[config.mk]
export PLATFORM = sky130hd
export DESIGN_NAME = shift_out_ser
export DESIGN_NICKNAME = d
export VERILOG_FILES = /design/src/rtl/shift_out_ser.sv
export SDC_FILE = /design/constraint.sdc
export NUM_CORES = 1
export LEC_CHECK = 0
export BUFFER_PORTS_ARGS = -buffer_cell sky130_fd_sc_hd__buf_2
export CAP_MARGIN = 20
export CORE_MARGIN = 2
export CORE_UTILIZATION = 40
export DETAILED_ROUTE_END_ITERATION = 10
export GPL_TIMING_DRIVEN = 0
export PLACE_DENSITY_LB_ADDON = 0.25
export SYNTH_ARGS = -nofsm -noshare
export SYNTH_HDL_FRONTEND = slang
export SYNTH_SLANG_ARGS = --single-unit
[constraint.sdc]
create_clock -name i_CLK -period 4.7 [get_ports i_CLK]
set_input_delay 0.47 -clock i_CLK [delete_from_list [all_inputs] [get_ports i_CLK]]
set_output_delay 0.47 -clock i_CLK [all_outputs]
set_load 0.02 [all_outputs]
[src/rtl/shift_out_ser.sv]
// Parallel-to-serial shifter with per-word length and bit order.
// Define SHIFT_OUT_SER_DBUF_EN to add a one-entry holding register for gapless back-to-back words.
module shift_out_ser #(
  parameter int DATA_WIDTH = 32,
  parameter int CNT_WIDTH  = 6
) (
  input  logic                  i_CLK,
  input  logic                  i_RST,
  input  logic                  i_START,
  input  logic [DATA_WIDTH-1:0] i_D,
  input  logic [CNT_WIDTH-1:0]  i_LEN,
  input  logic                  i_LSB_FIRST,
  output logic                  o_READY,
  output logic                  o_BUSY,
  output logic                  o_Q,
  output logic                  o_VALID,
  output logic                  o_DONE
);

  typedef enum logic {S_IDLE, S_SHIFT} state_t;

  localparam logic [CNT_WIDTH-1:0] LEN_MAX = CNT_WIDTH'(DATA_WIDTH);

  state_t                  state_q, state_d;
  logic [DATA_WIDTH-1:0]   shreg_q, shreg_d;
  logic [CNT_WIDTH-1:0]    cnt_q, cnt_d;
  logic                    lsb_q, lsb_d;

  logic [CNT_WIDTH-1:0]    in_len;
  logic                    accept, last;
  logic                    ld_en;
  logic [DATA_WIDTH-1:0]   ld_word;
  logic [CNT_WIDTH-1:0]    ld_len;
  logic                    ld_lsb;

  // MSB-first words are left-justified so bit N-1 always leaves from the top.
  function automatic logic [DATA_WIDTH-1:0] align(input logic [DATA_WIDTH-1:0] word,
                                                  input logic [CNT_WIDTH-1:0]  len,
                                                  input logic                  lsb);
    return lsb ? word : (word << (LEN_MAX - len));
  endfunction

  assign in_len = ((i_LEN == '0) || (i_LEN > LEN_MAX)) ? LEN_MAX : i_LEN;
  assign accept = i_START && o_READY;
  assign last   = (state_q == S_SHIFT) && (cnt_q == CNT_WIDTH'(1));

`ifdef SHIFT_OUT_SER_DBUF_EN
  logic                  hold_vld_q, hold_vld_d;
  logic [DATA_WIDTH-1:0] hold_word_q, hold_word_d;
  logic [CNT_WIDTH-1:0]  hold_len_q, hold_len_d;
  logic                  hold_lsb_q, hold_lsb_d;

  assign o_READY = !hold_vld_q;

  always_comb begin
    ld_en       = 1'b0;
    ld_word     = i_D;
    ld_len      = in_len;
    ld_lsb      = i_LSB_FIRST;
    hold_vld_d  = hold_vld_q;
    hold_word_d = hold_word_q;
    hold_len_d  = hold_len_q;
    hold_lsb_d  = hold_lsb_q;
    if (state_q == S_IDLE) begin
      ld_en = accept;
    end else if (last && hold_vld_q) begin
      ld_en      = 1'b1;
      ld_word    = hold_word_q;
      ld_len     = hold_len_q;
      ld_lsb     = hold_lsb_q;
      hold_vld_d = 1'b0;
    end else if (last) begin
      // Word arriving on the final bit bypasses the buffer to keep the stream gapless.
      ld_en = accept;
    end else if (accept) begin
      hold_vld_d  = 1'b1;
      hold_word_d = i_D;
      hold_len_d  = in_len;
      hold_lsb_d  = i_LSB_FIRST;
    end
  end

  always_ff @(posedge i_CLK) begin
    if (i_RST) begin
      hold_vld_q  <= 1'b0;
      hold_word_q <= '0;
      hold_len_q  <= '0;
      hold_lsb_q  <= 1'b0;
    end else begin
      hold_vld_q  <= hold_vld_d;
      hold_word_q <= hold_word_d;
      hold_len_q  <= hold_len_d;
      hold_lsb_q  <= hold_lsb_d;
    end
  end
`else
  assign o_READY = (state_q == S_IDLE);

  always_comb begin
    ld_en   = accept;
    ld_word = i_D;
    ld_len  = in_len;
    ld_lsb  = i_LSB_FIRST;
  end
`endif

  always_comb begin
    state_d = state_q;
    shreg_d = shreg_q;
    cnt_d   = cnt_q;
    lsb_d   = lsb_q;
    if (state_q == S_SHIFT) begin
      shreg_d = lsb_q ? (shreg_q >> 1) : (shreg_q << 1);
      cnt_d   = cnt_q - CNT_WIDTH'(1);
      if (last) state_d = S_IDLE;
    end
    if (ld_en) begin
      state_d = S_SHIFT;
      shreg_d = align(ld_word, ld_len, ld_lsb);
      cnt_d   = ld_len;
      lsb_d   = ld_lsb;
    end
  end

  always_ff @(posedge i_CLK) begin
    if (i_RST) begin
      state_q <= S_IDLE;
      shreg_q <= '0;
      cnt_q   <= '0;
      lsb_q   <= 1'b0;
    end else begin
      state_q <= state_d;
      shreg_q <= shreg_d;
      cnt_q   <= cnt_d;
      lsb_q   <= lsb_d;
    end
  end

  assign o_BUSY  = (state_q == S_SHIFT);
  assign o_VALID = (state_q == S_SHIFT);
  assign o_Q     = (state_q == S_SHIFT) && (lsb_q ? shreg_q[0] : shreg_q[DATA_WIDTH-1]);
  assign o_DONE  = last;

endmodule

==> results of run 1 <==
[state kept, by name, indices dropped and copies added (netlist names)]
| name | count |
|---|---|
| o_BUSY | 1 |
| shreg_q | 32 |
| lsb_q | 1 |
| cnt_q | 6 |
[cell type report]
| type | count | share of cell area (%) |
|---|---|---|
| clock buffers | 5 | 2.319 |
| repair buffers | 44 | 4.081 |
| well taps | 143 | 3.316 |
| clock inverters | 3 | 1.669 |
| flip-flops and latches | 40 | 14.84 |
| plain buffers | 61 | 6.075 |
| multi-input cells | 502 | 66.71 |
| inverters | 11 | 0.9970 |
[final timing paths]
path / to / depth (start not counted)
worst max-delay path: shreg_q[13] / 14
worst min-delay path: cnt_q[5] / 1
worst max register to register: shreg_q[24] / 7
worst min register to register: cnt_q[5] / 1
[layout by cell type (no fill, tap or decap), types with 4 or more instances in the layout]
cell	count
a211o_1	5
a211oi_1	17
a21oi_1	52
a221oi_1	4
a221oi_2	4
a311oi_1	7
a31oi_1	17
and3_1	8
buf_1	9
buf_2	65
buf_4	6
clkbuf_1	20
clkbuf_16	5
dfxtp_1	40
inv_1	9
mux2_2	9
mux2i_1	64
mux4_2	22
nand2_1	79
nand2b_1	5
nand3_1	22
nor2_1	54
nor2b_1	19
nor3_1	15
nor3_2	5
nor3b_1	4
nor4_1	4
o2111ai_1	4
o211ai_1	6
o21ai_0	22
o31ai_1	4
[per-stage QoR]
step / instances / hold slack, ns / cell area, um2 / power (mW)
after floorplan: 614 / 0.4535 / 4782 / 0.8625
after global placement: 801 / 0.4678 / 5181 / 1.073
after detailed placement: 801 / 0.4976 / 5181 / 1.077
after CTS: 809 / 0.5084 / 5396 / 1.581
after global routing: 809 / 0.5269 / 5396 / 1.666
final: 809 / 0.5045 / 5396 / 1.611
[power by group]
part	switching [mW]	total, mW	internal [mW]
Sequential	0.0308	0.407	0.376
Clock	0.150	0.509	0.358
Combinational	0.436	0.695	0.259
Total	0.618	1.61	0.993
[cell usage after synthesis, types with 3 or more instances]
master,instances,share of area (%)
inv_1,9,0.71
o2111ai_1,4,0.73
nand2_1,79,6.2
a221oi_2,4,1.3
nand3_1,22,2.3
nor2_1,54,4.2
nor4_1,4,0.52
a221oi_1,4,0.73
a311oi_1,7,1.3
nor3_2,5,1.0
a31oi_1,17,2.2
a21oi_1,52,5.4
nor3_1,15,1.6
and3_1,8,1.0
mux2_2,9,2.1
buf_2,21,2.2
o21ai_0,22,2.3
o21ai_1,3,0.31
a211o_1,5,0.92
o211ai_1,6,0.94
nand2b_1,5,0.65
nor3b_1,4,0.63
nor2b_1,19,2.5
buf_6,3,0.71
dfxtp_1,40,17
nand4_1,3,0.39
buf_1,9,0.71
and2_1,3,0.39
a211oi_1,17,2.7
o31ai_1,4,0.63
mux4_2,22,10
ha_1,3,0.79
clkbuf_1,20,1.6
xnor2_1,3,0.55
mux2i_1,64,13
buf_4,6,0.94
[critical path, stage by stage]
cell	delay, ns
buf_2	0.13
and2b_4	0.17
buf_8	0.15
inv_12	0.09
buf_12	0.14
buf_2	0.29
ha_1	0.29
buf_4	0.18
buf_6	0.16
buf_4	0.20
buf_2	0.23
o31ai_1	1.00
o211ai_2	0.19
a211oi_2	0.25
[logic make-up (layout without fill, tap and decap cells)]
family | Yosys count | after routing
AO/OA/AOI/OAI | 169 | 169
adder cells (fa/ha/maj) | 3 | 3
buffers and inverters | 72 | 124
multiplexers | 95 | 95
AND/OR/NAND/NOR | 231 | 231
flip-flops | 40 | 40
XOR/XNOR | 4 | 4
[metal layers]
metal  routed length (um)  share of wire [%]  up-vias
li1                     -                  -     2401
met1                 8543                 41     2561
met2                 9295                 45      418
met3                 2242                 11       61
met4                  583                2.8        0
met5                    0                  0        -
==> run_results.csv, run 1 <==
group,metric,value,unit
synth,ys_seq_area_share,16.75,%
hold_path,min_from,"cnt_q[5]",
sta,skew,0.004153,ns
drt,final_antenna_net_count,0,
clock_network,htreeDepth,2,
sta,finalHoldViolCount,0,
drt,vias_per_cell,6.726,
flow_run,cap_viol_max_count,0,
synth,avgSynthCellArea,7.788,um2
synth,synth_area,4782,um2
layout,drive_gt1_share,20.42,%
clock_network,clock_latency,0.29,ns
synth,yosys_warnings,0,
worst_setup_path,worstPathArrival,3.96,ns
pwr,p_per_area,298.5,nW/um2
layout,area_growth,12.85,%
die,die_y,113.3,um
die,die-area,12850,um2
clock_network,numCtsBuffers,5,
drt,first_pass_iters,5,
placement,dpl.hpwl,15.75,mm
worst_setup_path,crit_required,4.91,ns
pwr,peakVddDrop,0.1384,mV
synth,synth-xor-area-share,1.125,%
die,ios,47,
hold_path,min_path_type,"flop to flop",
layout,multi_input_area,3600,um2
worst_setup_path,timing.rr.start,"o_BUSY",
layout,layout.nets,710,
layout,fin_util,46.66,%
worst_setup_path,startpoint_type,"input port",
global_route,grt_pass1_wl,31.36,mm
global_route,grt_use_met1,44.78,%
die,core_area,11560,um2
synth,ys_ff_latch,40,
drt,wl_per_cell,25.54,um
clock_network,post-cts-setup-buffer-count,0,
die,rows,39,
synth,synthCells,614,
sta,drv_slew,0,
sta,rsz0062_at_grt,"no",
drt,drc,0,
sta,tns,0,ns
global_route,grt_most_used_layer,"met2",
layout,fill_cells,1182,
synth,synth_flop_cell,"dfxtp_1",
placement,gp_congestion,1.009,
drt,vias,5441,
sta,max_slew_margin,21.22,%
global_route,grt_antenna_before_repair,0,
worst_setup_path,r2r_setup_slack,2.11,ns
sta,fin_crit_sh,79.74,%
placement,portBuffers,44,
drt,drtIter0Drc,505,
synth,synth_edf_count,0,
clock_network,clk_path_buf_depth,2,
synth,yosys.area_share.simple,23.36,%
sta,worst_slack,0.9522,ns
global_route,grt_overflow,0,
layout,antenna_cells,0,
clock_network,cts_tree,"yes",
clock_network,cts.sinks,40,
clock_network,cts_resized,0,
run_status,outcome,"finished clean",
sta,fmaxAchievable,266.8,MHz
die,start_util,41.35,%
global_route,grtUsageTotal,31.93,%
worst_setup_path,crit_type,"input port to flop",
clock_network,hold_buffers,0,
global_route,first_global_vias,5175,
synth,synth_cell_type_count,68,
sta,period_needed,3.748,ns
pwr,p_leak,2.106,nW
clock_network,clk_pin_slew,0.06,ns
worst_setup_path,critPathMaxFanout,10,
global_route,grt_max_degree,14,
die,die_x,113.3,um
global_route,met3_usage,5.088,%
synth,synth_top_family_by_area,"multiplexers",
clock_network,root_buffer,"clkbuf_16",
synth,syn_nets,659,
global_route,grt_use_met2,50.26,%
placement,dpl_worst_slack,0.7638,ns
sta,setup_viol,0,
drt,postRouteWirelength,20.66,mm
worst_setup_path,endpoint_kind,"flop",
synth,synth_mux_area_share,25.88,%
synth,synth_compound_area_share,24.12,%
synth,synth_fa_ha_area_share,0.7849,%
sta,tightestPinTransition,1.172,ns
worst_setup_path,crit_start,"i_LEN[0]",
layout,regArea,800.8,um2
synth,async_flop_share,0,%
Power figures use the tool's default switching activity.
==> inputs of run 2 (changes only) <==
--- a/config.mk
+++ b/config.mk
@@ -5,6 +5,7 @@
 export SDC_FILE = /design/constraint.sdc
 export NUM_CORES = 1
 export LEC_CHECK = 0
+export ABC_AREA = 1
 export BUFFER_PORTS_ARGS = -buffer_cell sky130_fd_sc_hd__buf_2
 export CAP_MARGIN = 20
 export CORE_MARGIN = 2
==> constraint.sdc (replaced) <==
create_clock -name i_CLK -period 3.9 [get_ports i_CLK]
set_input_delay 0.39 -clock i_CLK [delete_from_list [all_inputs] [get_ports i_CLK]]
set_output_delay 0.39 -clock i_CLK [all_outputs]
set_load 0.02 [all_outputs]
==> run 2 against run 1 <==
  * Sequential power increased by 17%
  * Core utilization is 0.61 points lower
  * Setup slack worse by 0.043 ns
  * Critical endpoint is now shreg_q[26]
  * Final area shrank 17%
  * Register-to-register slack worse by 0.31 ns
  * Clock power fell by 42%
  * First-iteration DRC count is 27% higher
==> run_results.csv, run 2 <==
group,metric,value,unit
layout,layout.nets,828,
die,ios,47,
drt,drtIter0Drc,643,
die,rows,36,
die,core_area,9729,um2
drt,postRouteWirelength,17.70,mm
clock_network,clk_pin_slew,0.08,ns
synth,synth_edf_count,0,
worst_setup_path,worstPathArrival,3.18,ns
drt,vias_per_cell,6.044,
synth,yosysTopAreaCell,"nand3_1",
placement,dpl_worst_slack,0.7313,ns
synth,synth_top_family_by_area,"simple AND/OR/NAND/NOR gates",
synth,synth_flop_cell,"dfxtp_1",
clock_network,cts.sinks,40,
global_route,grt_overflow,0,
layout,antenna_cells,0,
sta,tns,0,ns
clock_network,root_buffer,"clkbuf_8",
synth,synth_mux_area_share,0,%
sta,setup_viol,0,
sta,fin_crit_sh,76.68,%
global_route,grt_max_degree,13,
sta,holdWs,0.4273,ns
clock_network,clk_path_buf_depth,2,
pwr,p_per_area,321.7,nW/um2
synth,synthCells,730,
sta,fmaxAchievable,334.4,MHz
placement,gp_congestion,1.014,
synth,ys_ff_latch,40,
synth,synth-xor-area-share,0.8150,%
placement,portBuffers,46,
synth,yosysMostFrequentCell,"nand2_1",
sta,drv_slew,0,
synth,synth_fa_ha_area_share,0.9404,%
pwr,p_leak,2.066,nW
synth,synthTopCellsByArea,"nand3_1 (22%), nand2_1 (21%), dfxtp_1 (20%)",
worst_setup_path,crit_required,4.09,ns
synth,synth_compound_area_share,19.69,%
sta,period_needed,2.990,ns
drt,final_antenna_net_count,0,
layout,finalInstanceArea,4481,um2
global_route,grt_antenna_before_repair,0,
sta,rsz0062_at_grt,"no",
layout,reg_top3,"shreg_q x32, cnt_q x6",
sta,max_slew_margin,53.62,%
clock_network,numCtsBuffers,5,
global_route,first_global_vias,5009,
synth,yosys_warnings,0,
layout,largest_reg_flops,32,
worst_setup_path,startpoint_type,"input port",
sta,skew,0.008750,ns
run_status,outcome,"finished clean",
clock_network,hold_buffers,0,
drt,wl_per_cell,19.30,um
worst_setup_path,critPathMaxFanout,10,
worst_setup_path,crit_type,"input port to flop",
clock_network,htreeDepth,2,
synth,synth_area,3991,um2
synth,synth_cell_type_count,32,
synth,async_flop_share,0,%
synth,syn_nets,775,
sta,worst_slack,0.9096,ns
sta,tightestPinTransition,0.6957,ns
layout,top_register,"shreg_q",
synth,synthTopCellsByCount,"nand2_1 (225), nand3_1 (174), o21ai_0 (56)",
layout,area_growth,12.26,%
layout,final_cell_mix,"nand2_1 (225), nand3_1 (174), buf_2 (64)",
placement,place_area,4388,um2
drt,vias,5542,
die,die_x,103.9,um
drt,drc,0,
layout,mostFrequentLayoutCell,"nand2_1",
layout,fin_util,46.05,%
sta,finalHoldViolCount,0,
pwr,peakVddDrop,0.1813,mV
clock_network,cts_resized,0,
layout,drive_gt1_share,11.35,%
drt,first_pass_iters,6,
synth,yosys.area_share.simple,49.47,%
synth,avgSynthCellArea,5.468,um2
clock_network,clock_latency,0.30,ns
synth,ys_seq_area_share,20.06,%
global_route,grt_pass1_wl,27.31,mm
worst_setup_path,endpoint_kind,"flop",
flow_run,cap_viol_max_count,0,
placement,dpl.hpwl,13.94,mm
clock_network,cts_tree,"yes",
die,die_y,103.9,um
synth,synth_top_area_share,21.82,%
die,start_util,41.02,%
clock_network,post-cts-setup-buffer-count,0,
die,die-area,10790,um2
global_route,grtUsageTotal,32.25,%
hold_path,min_path_type,"input port to flop",
[run 2: changes by cell type after synthesis, moves of 8 or more]
cell      before  now
a211oi_1      17    9
a31oi_1       17    2
and3_1         8    0
inv_1          9   31
mux2_2         9    0
mux2i_1       64    0
mux4_2        22    0
nand2_1       79  225
nand3_1       22  174
nor2b_1       19    0
nor3_1        15    2
o21ai_0       22   56
[run 2: cells by family (layout without fill, tap and decap cells)]
logic type                 after synthesis  count (layout)
AOI/OAI and AO/OA                      139             139
adders and majority gates                3               3
and+or+nand+nor                        459             459
xor gates and xnor gates                 2               2
buffers and inverters                   87             141
DFF                                     40              40
[run 2: layout make-up]
type	instances	area (um2)
Buffer	48	214.0
Sequential cell	40	800.8
Multi-Input combinational cell	603	2830
Fill cell	1142	5249
Timing Repair Buffer	46	230.2
Clock inverter	2	10.01
Clock buffer	6	82.58
Tap cell	133	166.4
Inverter	39	146.4
[run 2: per-stage QoR]
stage	cells	total power, mW
after floorplan	730	0.9167
after global placement	909	1.126
after global routing	917	1.532
after detailed placement	909	1.128
final	917	1.441
after CTS	917	1.420
[run 2: power by group]
group          internal, mW  switching [mW]  leakage [nW]  total, mW
registers             0.448          0.0286         0.330      0.477
logic                 0.203           0.467          1.68      0.670
clock network         0.141           0.153        0.0510      0.294
[run 2: critical path, cell delays in order]
cell and delay [ns]:
buf_2 0.12, inv_2 0.19, nand2_2 0.22, buf_2 0.26, ha_1 0.29, buf_2 0.18, clkinv_1 0.16, clkbuf_1 0.47
nand2_1 0.14, nand2_1 0.11, nand2_1 0.08, nand2_1 0.09, nand2_1 0.07, nand3_1 0.11, nand3_1 0.13, nand3_1 0.10
nand2_1 0.05
[run 2: layer usage]
metal | global-route usage [%] | wire, um | part of all wire (%) | vias up
met4 | 12.84 | 772 | 4.4 | 0
li1 | - | - | - | 2587
met1 | 43.76 | 7484 | 42 | 2568
met3 | 6.328 | 1787 | 10 | 55
met5 | 0 | 0 | 0 | -
met2 | 50.23 | 7652 | 43 | 332
[run 2: path summary, 6_finish.rpt]
| kind | start | to | slack (ns) | cells past startpoint |
|---|---|---|---|---|
| worst max-delay path | i_LEN[5] | shreg_q[26] | 0.91 | 17 |
| worst min register to register | shreg_q[22] | shreg_q[22] | 0.47 | 2 |
| worst max register to register | o_BUSY | shreg_q[11] | 1.80 | 6 |
| worst min-delay path | i_LEN[4] | cnt_q[4] | 0.43 | 3 |
